### src/rtl/ft_pkg.sv
// Shared types and default tuning values for the TMR voter/monitor.
// Optional stats counters: define FT_ERR_STATS_EN.
package ft_pkg;

  typedef enum logic [1:0] {
    FT_OK        = 2'd0,
    FT_BROKEN    = 2'd1,
    FT_PROBATION = 2'd2
  } ft_rep_state_e;

  localparam int unsigned FTVM_NUM_CH    = 3;
  localparam int unsigned FTVM_W         = 32;
  localparam int unsigned FTVM_LATENCY   = 0;
  localparam int unsigned FTVM_COUNT_BIT = 4;
  localparam int unsigned FTVM_INCREMENT = 3;
  localparam int unsigned FTVM_DECREMENT = 1;
  localparam int unsigned FTVM_THRESHOLD = 8;
  localparam int unsigned FTVM_RECOVER   = 1;
  localparam int unsigned FTVM_HOLDOFF   = 64;
  localparam int unsigned FTVM_PROBE_LEN = 16;
  localparam int unsigned FTVM_STAT_W    = 16;

  function automatic logic [1:0] ft_popcnt3(input logic [2:0] v);
    return {1'b0, v[0]} + {1'b0, v[1]} + {1'b0, v[2]};
  endfunction

endpackage

### src/rtl/cv32e40p_ft_replica_monitor.sv
// Per-replica health FSM: leaky error counter, holdoff and probation.
// Optional per-replica error statistics: define FT_ERR_STATS_EN.
module cv32e40p_ft_replica_monitor
  import ft_pkg::*;
#(
  parameter int unsigned COUNT_BIT = FTVM_COUNT_BIT,
  parameter int unsigned INCREMENT = FTVM_INCREMENT,
  parameter int unsigned DECREMENT = FTVM_DECREMENT,
  parameter int unsigned THRESHOLD = FTVM_THRESHOLD,
  parameter int unsigned RECOVER   = FTVM_RECOVER,
  parameter int unsigned HOLDOFF   = FTVM_HOLDOFF,
  parameter int unsigned PROBE_LEN = FTVM_PROBE_LEN
) (
  input  logic        clk,
  input  logic        rst,
  input  logic        err_i,
  input  logic        set_broken_i,
  input  logic        clr_stats_i,
  output logic [1:0]  state_o,
  output logic [15:0] err_count_o
);

  localparam int unsigned TW = (HOLDOFF > 1) ? $clog2(HOLDOFF) : 1;
  localparam int unsigned PW = (PROBE_LEN > 1) ? $clog2(PROBE_LEN) : 1;
  localparam int unsigned CW = COUNT_BIT + 1;

  localparam logic [CW-1:0] CMAX = {1'b0, {COUNT_BIT{1'b1}}};
  localparam logic [CW-1:0] INC  = CW'(INCREMENT);
  localparam logic [CW-1:0] DEC  = CW'(DECREMENT);
  localparam logic [CW-1:0] THR  = CW'(THRESHOLD);
  localparam logic [TW-1:0] T_LAST = TW'(HOLDOFF - 1);
  localparam logic [PW-1:0] P_LAST = PW'(PROBE_LEN - 1);

  ft_rep_state_e state_q, state_d;
  logic [COUNT_BIT-1:0] cnt_q, cnt_d;
  logic [TW-1:0] timer_q, timer_d;
  logic [PW-1:0] probe_q, probe_d;
  logic [CW-1:0] cnt_up, cnt_dn, cnt_nx;

  // One extra bit so the add can saturate instead of wrapping.
  always_comb begin
    cnt_up = {1'b0, cnt_q} + INC;
    if (cnt_up > CMAX) cnt_up = CMAX;
    cnt_dn = '0;
    if ({1'b0, cnt_q} >= DEC) cnt_dn = {1'b0, cnt_q} - DEC;
    cnt_nx = err_i ? cnt_up : cnt_dn;
  end

  always_comb begin
    state_d = state_q;
    cnt_d   = cnt_q;
    timer_d = timer_q;
    probe_d = probe_q;
    unique case (state_q)
      FT_OK: begin
        cnt_d = cnt_nx[COUNT_BIT-1:0];
        if (cnt_nx >= THR) begin
          state_d = FT_BROKEN;
          timer_d = '0;
        end
      end
      FT_BROKEN: begin
        if (timer_q == T_LAST) begin
          if (RECOVER != 0) begin
            state_d = FT_PROBATION;
            probe_d = '0;
          end
        end else begin
          timer_d = timer_q + 1'b1;
        end
      end
      FT_PROBATION: begin
        if (err_i) begin
          state_d = FT_BROKEN;
          timer_d = '0;
        end else if (probe_q == P_LAST) begin
          state_d = FT_OK;
          cnt_d   = '0;
        end else begin
          probe_d = probe_q + 1'b1;
        end
      end
      default: state_d = FT_OK;
    endcase
    if (set_broken_i) begin
      state_d = FT_BROKEN;
      timer_d = '0;
    end
  end

  always_ff @(posedge clk) begin
    if (rst) begin
      state_q <= FT_OK;
      cnt_q   <= '0;
      timer_q <= '0;
      probe_q <= '0;
    end else begin
      state_q <= state_d;
      cnt_q   <= cnt_d;
      timer_q <= timer_d;
      probe_q <= probe_d;
    end
  end

  assign state_o = state_q;

`ifdef FT_ERR_STATS_EN
  logic [15:0] stat_q, stat_d;

  always_comb begin
    stat_d = stat_q;
    if (clr_stats_i) begin
      stat_d = '0;
    end else if (err_i && (state_q != FT_BROKEN) &&
                 (stat_q != 16'hFFFF)) begin
      stat_d = stat_q + 16'd1;
    end
  end

  always_ff @(posedge clk) begin
    if (rst) stat_q <= '0;
    else     stat_q <= stat_d;
  end

  assign err_count_o = stat_q;
`else
  logic unused_clr;
  assign unused_clr  = clr_stats_i;
  assign err_count_o = '0;
`endif

endmodule

### src/rtl/cv32e40p_ft_voter_monitor.sv
// TMR voter with per-replica health tracking and re-admission.
// Optional per-replica error statistics: define FT_ERR_STATS_EN.
module cv32e40p_ft_voter_monitor
  import ft_pkg::*;
#(
  parameter int unsigned NUM_CH    = FTVM_NUM_CH,
  parameter int unsigned W         = FTVM_W,
  parameter int unsigned LATENCY   = FTVM_LATENCY,
  parameter int unsigned COUNT_BIT = FTVM_COUNT_BIT,
  parameter int unsigned INCREMENT = FTVM_INCREMENT,
  parameter int unsigned DECREMENT = FTVM_DECREMENT,
  parameter int unsigned THRESHOLD = FTVM_THRESHOLD,
  parameter int unsigned RECOVER   = FTVM_RECOVER,
  parameter int unsigned HOLDOFF   = FTVM_HOLDOFF,
  parameter int unsigned PROBE_LEN = FTVM_PROBE_LEN
) (
  input  logic                             clk,
  input  logic                             rst,
  input  logic [2:0][NUM_CH-1:0][W-1:0]    data_i,
  input  logic [2:0]                       set_broken_i,
  input  logic                             clr_stats_i,
  output logic [NUM_CH-1:0][W-1:0]         voted_o,
  output logic [2:0]                       is_broken_o,
  output logic                             err_detected_o,
  output logic                             err_corrected_o,
  output logic                             fatal_o,
  output logic [2:0][15:0]                 err_count_o
);

  logic [2:0][1:0] rep_state;
  logic [2:0] healthy;
  logic [2:0] err;
  logic [1:0] n_h;
  logic [NUM_CH-1:0][W-1:0] vote;
  logic det, corr, fat;

  for (genvar r = 0; r < 3; r++) begin : g_rep
    assign healthy[r] = (rep_state[r] == FT_OK);
    assign err[r]     = (data_i[r] != vote);

    cv32e40p_ft_replica_monitor #(
      .COUNT_BIT (COUNT_BIT),
      .INCREMENT (INCREMENT),
      .DECREMENT (DECREMENT),
      .THRESHOLD (THRESHOLD),
      .RECOVER   (RECOVER),
      .HOLDOFF   (HOLDOFF),
      .PROBE_LEN (PROBE_LEN)
    ) u_mon (
      .clk          (clk),
      .rst          (rst),
      .err_i        (err[r]),
      .set_broken_i (set_broken_i[r]),
      .clr_stats_i  (clr_stats_i),
      .state_o      (rep_state[r]),
      .err_count_o  (err_count_o[r])
    );
  end

  assign n_h = ft_popcnt3(healthy);

  // Replicas outside the healthy set never steer the result.
  always_comb begin
    vote = data_i[0];
    unique case (n_h)
      2'd3: vote = (data_i[0] & data_i[1]) |
                   (data_i[0] & data_i[2]) |
                   (data_i[1] & data_i[2]);
      2'd2: vote = healthy[0] ? data_i[0] : data_i[1];
      2'd1: begin
        unique case (1'b1)
          healthy[0]: vote = data_i[0];
          healthy[1]: vote = data_i[1];
          default:    vote = data_i[2];
        endcase
      end
      default: vote = data_i[0];
    endcase
  end

  assign det  = |(err & healthy);
  assign corr = det && (n_h == 2'd3);
  assign fat  = (det && (n_h == 2'd2)) || (n_h == 2'd0);

  assign is_broken_o = ~healthy;

  if (LATENCY != 0) begin : g_lat1
    logic [NUM_CH-1:0][W-1:0] voted_q;
    logic det_q, corr_q, fat_q;

    always_ff @(posedge clk) begin
      if (rst) begin
        voted_q <= '0;
        det_q   <= 1'b0;
        corr_q  <= 1'b0;
        fat_q   <= 1'b0;
      end else begin
        voted_q <= vote;
        det_q   <= det;
        corr_q  <= corr;
        fat_q   <= fat;
      end
    end

    assign voted_o         = voted_q;
    assign err_detected_o  = det_q;
    assign err_corrected_o = corr_q;
    assign fatal_o         = fat_q;
  end else begin : g_lat0
    assign voted_o         = vote;
    assign err_detected_o  = det;
    assign err_corrected_o = corr;
    assign fatal_o         = fat;
  end

endmodule

### config.mk
export PLATFORM = sky130hd
export DESIGN_NAME = cv32e40p_ft_voter_monitor
export DESIGN_NICKNAME = d
export VERILOG_FILES = /design/src/rtl/ft_pkg.sv /design/src/rtl/cv32e40p_ft_replica_monitor.sv /design/src/rtl/cv32e40p_ft_voter_monitor.sv
export SDC_FILE = /design/constraint.sdc
export NUM_CORES = 1
export LEC_CHECK = 0
export BUFFER_PORTS_ARGS = -buffer_cell sky130_fd_sc_hd__buf_4
export CAP_MARGIN = 15
export CORE_MARGIN = 2
export CORE_UTILIZATION = 27
export DETAILED_ROUTE_END_ITERATION = 8
export PLACE_DENSITY = 0.56
export SYNTH_ARGS = -nofsm -noshare
export SYNTH_HDL_FRONTEND = slang
export SYNTH_SLANG_ARGS = --single-unit
export TNS_END_PERCENT = 100
### constraint.sdc
create_clock -name clk -period 7.5 [get_ports clk]
set_clock_uncertainty 0.15 [all_clocks]
set_input_delay 0.75 -clock clk [delete_from_list [all_inputs] [get_ports clk]]
set_output_delay 0.75 -clock clk [all_outputs]
set_load 0.01 [all_outputs]
==> summary.md <==
| Metric | Value |
|---|---|
| First-pass GRT wire length | `around 130000 um` |
| Max VDD drop | `about 0.096 mV` |
| CTS Hold Bufs | `0` |
| Upper clock frequency limit | `about 140 MHz` |
| IO Count | `about 440` |
| Crit path cell chain | `nor2_8 -> fa_4 -> nand2_4 -> a21oi_1 -> o32ai_1 -> xor2_1 -> nand4_1 -> nor2_1 -> nand4_1 -> nor4_4 -> o22a_1 -> o21ai_0 -> buf_4 -> nor2b_1 -> buf_4` |
| IO buf count | `just under 400` |
| Most frequent cells in the layout | `buf_4, o21ai_0, a31oi_1, or3b_2, nand2_1` |
| Fill count | `5909` |
| Synth Instances | `2180` |
| Placed inst area | `18360 um^2` |
| Post-Syn Area | `between 15000 and 20000 um^2` |
| Min-Delay Path Class | `flip-flop to flip-flop` |
| Via count | `a little over 20k` |
| Worst Path Required | `6.60 ns` |
| Largest net degree at the start of global routing | `190` |
| Hold_sp | `g_rep[1].u_mon.cnt_q[1]$_SDFFE_PP0P_` |
| H-tree depth | `2` |
| Clock Latency Late Sink | `between 0.2 and 0.3 ns` |
| Met1 usage | `0.3660` |
| Die Ht | `~240 um` |
| Power per cell area | `206.5 nW/um^2` |
| Post-synth EDFFs | `0` |
| Final std cells w/o fill | `approximately 3.2k` |
| Total setup buffers inserted after CTS | `0` |
| Peak per-stage delay on the critical path | `around 0.74 ns` |
| Gr usage total | `0.3017` |
| Library cells used by synthesis | `91` |
| Met2 usage | `0.4736` |
| Avg Cell Area, Syn | `about 7 um^2` |
| Final Critical Period | `just under 7 ns` |
| Slew @ Worst Pin | `between 1 and 1.5 ns` |
| Layout cell share with drive strength beyond 1 | `0.2785` |
| Slew margin rel. | `0.1847` |
| CP Launch Type | `flip-flop` |
| Post-CTS sizing | `0` |
| Seq/Total Area, Yosys | `0.06406` |
| Number of clock sinks | `48` |
| GR Overflow Total | `0` |
| Area Growth Syn to Fin | `23.70%` |
| Final WL | `roughly 93000 um` |
| Fin Hold WS | `between 0.3 and 0.4 ns` |
| Die width | `around 240 um` |
| DRC viols | `0` |
| Initial DRC count | `about 2.7k` |
| Data arrival, critical path | `~6 ns` |
| Pwr Total | `3.831 mW` |
| CTS tree | `built` |
| Met3 track demand over resource | `0.08183` |
| Crit. End Element | `primary output` |
| CTS Root Cell | `clkbuf_16` |
| Vias in the first global route | `18.53k` |
| Synth Register Bits | `between 40 and 50` |
| Post-Place Setup Slack | `1.139 ns` |
| Core area | `about 55000 um^2` |
| Layout Utilization | `0.3375` |
| Drt pass-1 iters | `6` |
| Clk slew on worst S/H paths | `0.06 ns` |
| DIE AREA | `~57000 um^2` |
| Largest fanout on the critical path | `between 50 and 60` |
| # rows | `between 80 and 90` |
| Worst reg2reg startpoint | `g_rep[0].u_mon.state_o[1]$_SDFFE_PP0P_` |
| RSZ-0062 raised after global routing | `no` |
| Setup violators final | `0` |
| Post-DP HPWL | `between 70000 and 80000 um` |
| Fraction of registers with async set/reset | `0` |
| Initial Util | `0.2728` |
| DP Cell Count | `~3.2k` |
| Top_reg_cell synth | `dfxtp_1` |
| Final instance area | `between 15000 and 20000 um^2` |
| Run status | `finished clean` |
| Max cap viols | `0` |
| Setup ws final | `around 0.54 ns` |
| Worst setup startpoint | `g_rep[0].u_mon.state_o[1]$_SDFFE_PP0P_` |
| Crit path kind | `flip-flop to primary output` |
| Layer with the highest usage | `met2` |
| CTS Buffer Depth | `2` |
| Crit-path slowest cell | `xor2_1` |
| RePlAce Congestion | `1.033` |
| Final worst path period share | `0.9284` |
| Nets@finish | `around 2.8k` |
| Antenna violations before repair | `34` |
| Final Max Tran Viols | `0` |
| Most common cell after layout, fill and taps aside | `buf_4` |
| Drt wl/cell | `~29 um` |
| Final ANT Viol Nets | `0` |
| Lkg Pwr | `slightly above 7 nW` |
| Fin. Hold Viols | `0` |
| Setup_tns | `0 ns` |
| Num CTS Buffers | `5` |
| Yosys warnings | `0` |
| Vias per inst | `6.329` |
-- logic make-up after synthesis --
group                      Yosys count  share of synthesized area
AOI/OAI and AO/OA                  871                     0.4070
and+or+nand+nor                    720                     0.2834
buffers and inverters              329                     0.1169
xor gates and xnor gates           180                     0.1051
DFF                                 48                    0.06406
adders and majority gates           18                    0.01468
muxes                               13                   0.008674
other                                1                  0.0002500
-- registers in the layout, summed over array words and instances (netlist names) --
register / cells
g_rep.u_mon.timer_q: 18
g_rep.u_mon.cnt_q: 12
g_rep.u_mon.probe_q: 12
g_rep.u_mon.state_o: 6
-- path summary, 6_finish.rpt --
| kind | cells after the start | slack (ns) | endpoint |
|---|---|---|---|
| min | 2 | 0.31 | g_rep[1].u_mon.cnt_q[1]$_SDFFE_PP0P_ |
| max | 15 | 0.54 | err_corrected_o |
| min reg2reg | 2 | 0.31 | g_rep[1].u_mon.cnt_q[1]$_SDFFE_PP0P_ |
| max reg2reg | 17 | 1.07 | g_rep[0].u_mon.state_o[0]$_SDFFE_PP0P_ |
-- critical path, delay by kind of cell, from the launching register on --
kind,cells,cell delay [ns]
buffers and inverters,2,0.32
DFF,1,0.73
AOI/OAI and AO/OA,4,1.08
xor gates and xnor gates,1,0.74
and+or+nand+nor,7,2.13
adders and majority gates,1,0.72
-- report_power, final --
| group | total, mW | switching [mW] | internal (mW) |
|---|---|---|---|
| registers | 0.283 | 0.0169 | 0.266 |
| clock network | 0.253 | 0.0996 | 0.154 |
| logic | 3.30 | 2.14 | 1.16 |
-- cell usage after synthesis, types with 39 or more instances --
cell	count	share of area
a21oi_1	126	0.042
a31oi_1	159	0.066
buf_2	54	0.018
buf_4	56	0.028
clkbuf_1	56	0.014
dfxtp_1	48	0.064
inv_1	117	0.029
nand2_1	145	0.036
nand4_1	39	0.016
nor2_1	101	0.025
nor3_1	99	0.033
nor4_1	48	0.020
o21ai_0	191	0.064
o221ai_1	78	0.046
o22ai_1	44	0.018
o32ai_1	43	0.025
or3b_2	154	0.090
xnor2_1	49	0.029
xor2_1	131	0.076
-- routing by layer --
layer / vias up / routed length, um
met5: - / 322
met1: 9775 / 34270
met3: 286 / 10910
met2: 1421 / 40390
li1: 8971 / -
met4: 48 / 6612
-- cell type report --
| class | instances | area (um^2) | area share |
|---|---|---|---|
| sequential | 48 | 975.9 | 0.05259 |
| timing repair buffer | 455 | 3516 | 0.1895 |
| antenna | 10 | 25.02 | 0.001349 |
| inverter | 120 | 450.4 | 0.02427 |
| clock inverter | 1 | 8.758 | 0.0004720 |
| tap | 748 | 935.9 | 0.05044 |
| clock buffer | 7 | 163.9 | 0.008833 |
| multi-input combinational | 1850 | 12480 | 0.6726 |
No activity file was read; power rests on OpenSTA's default activity.
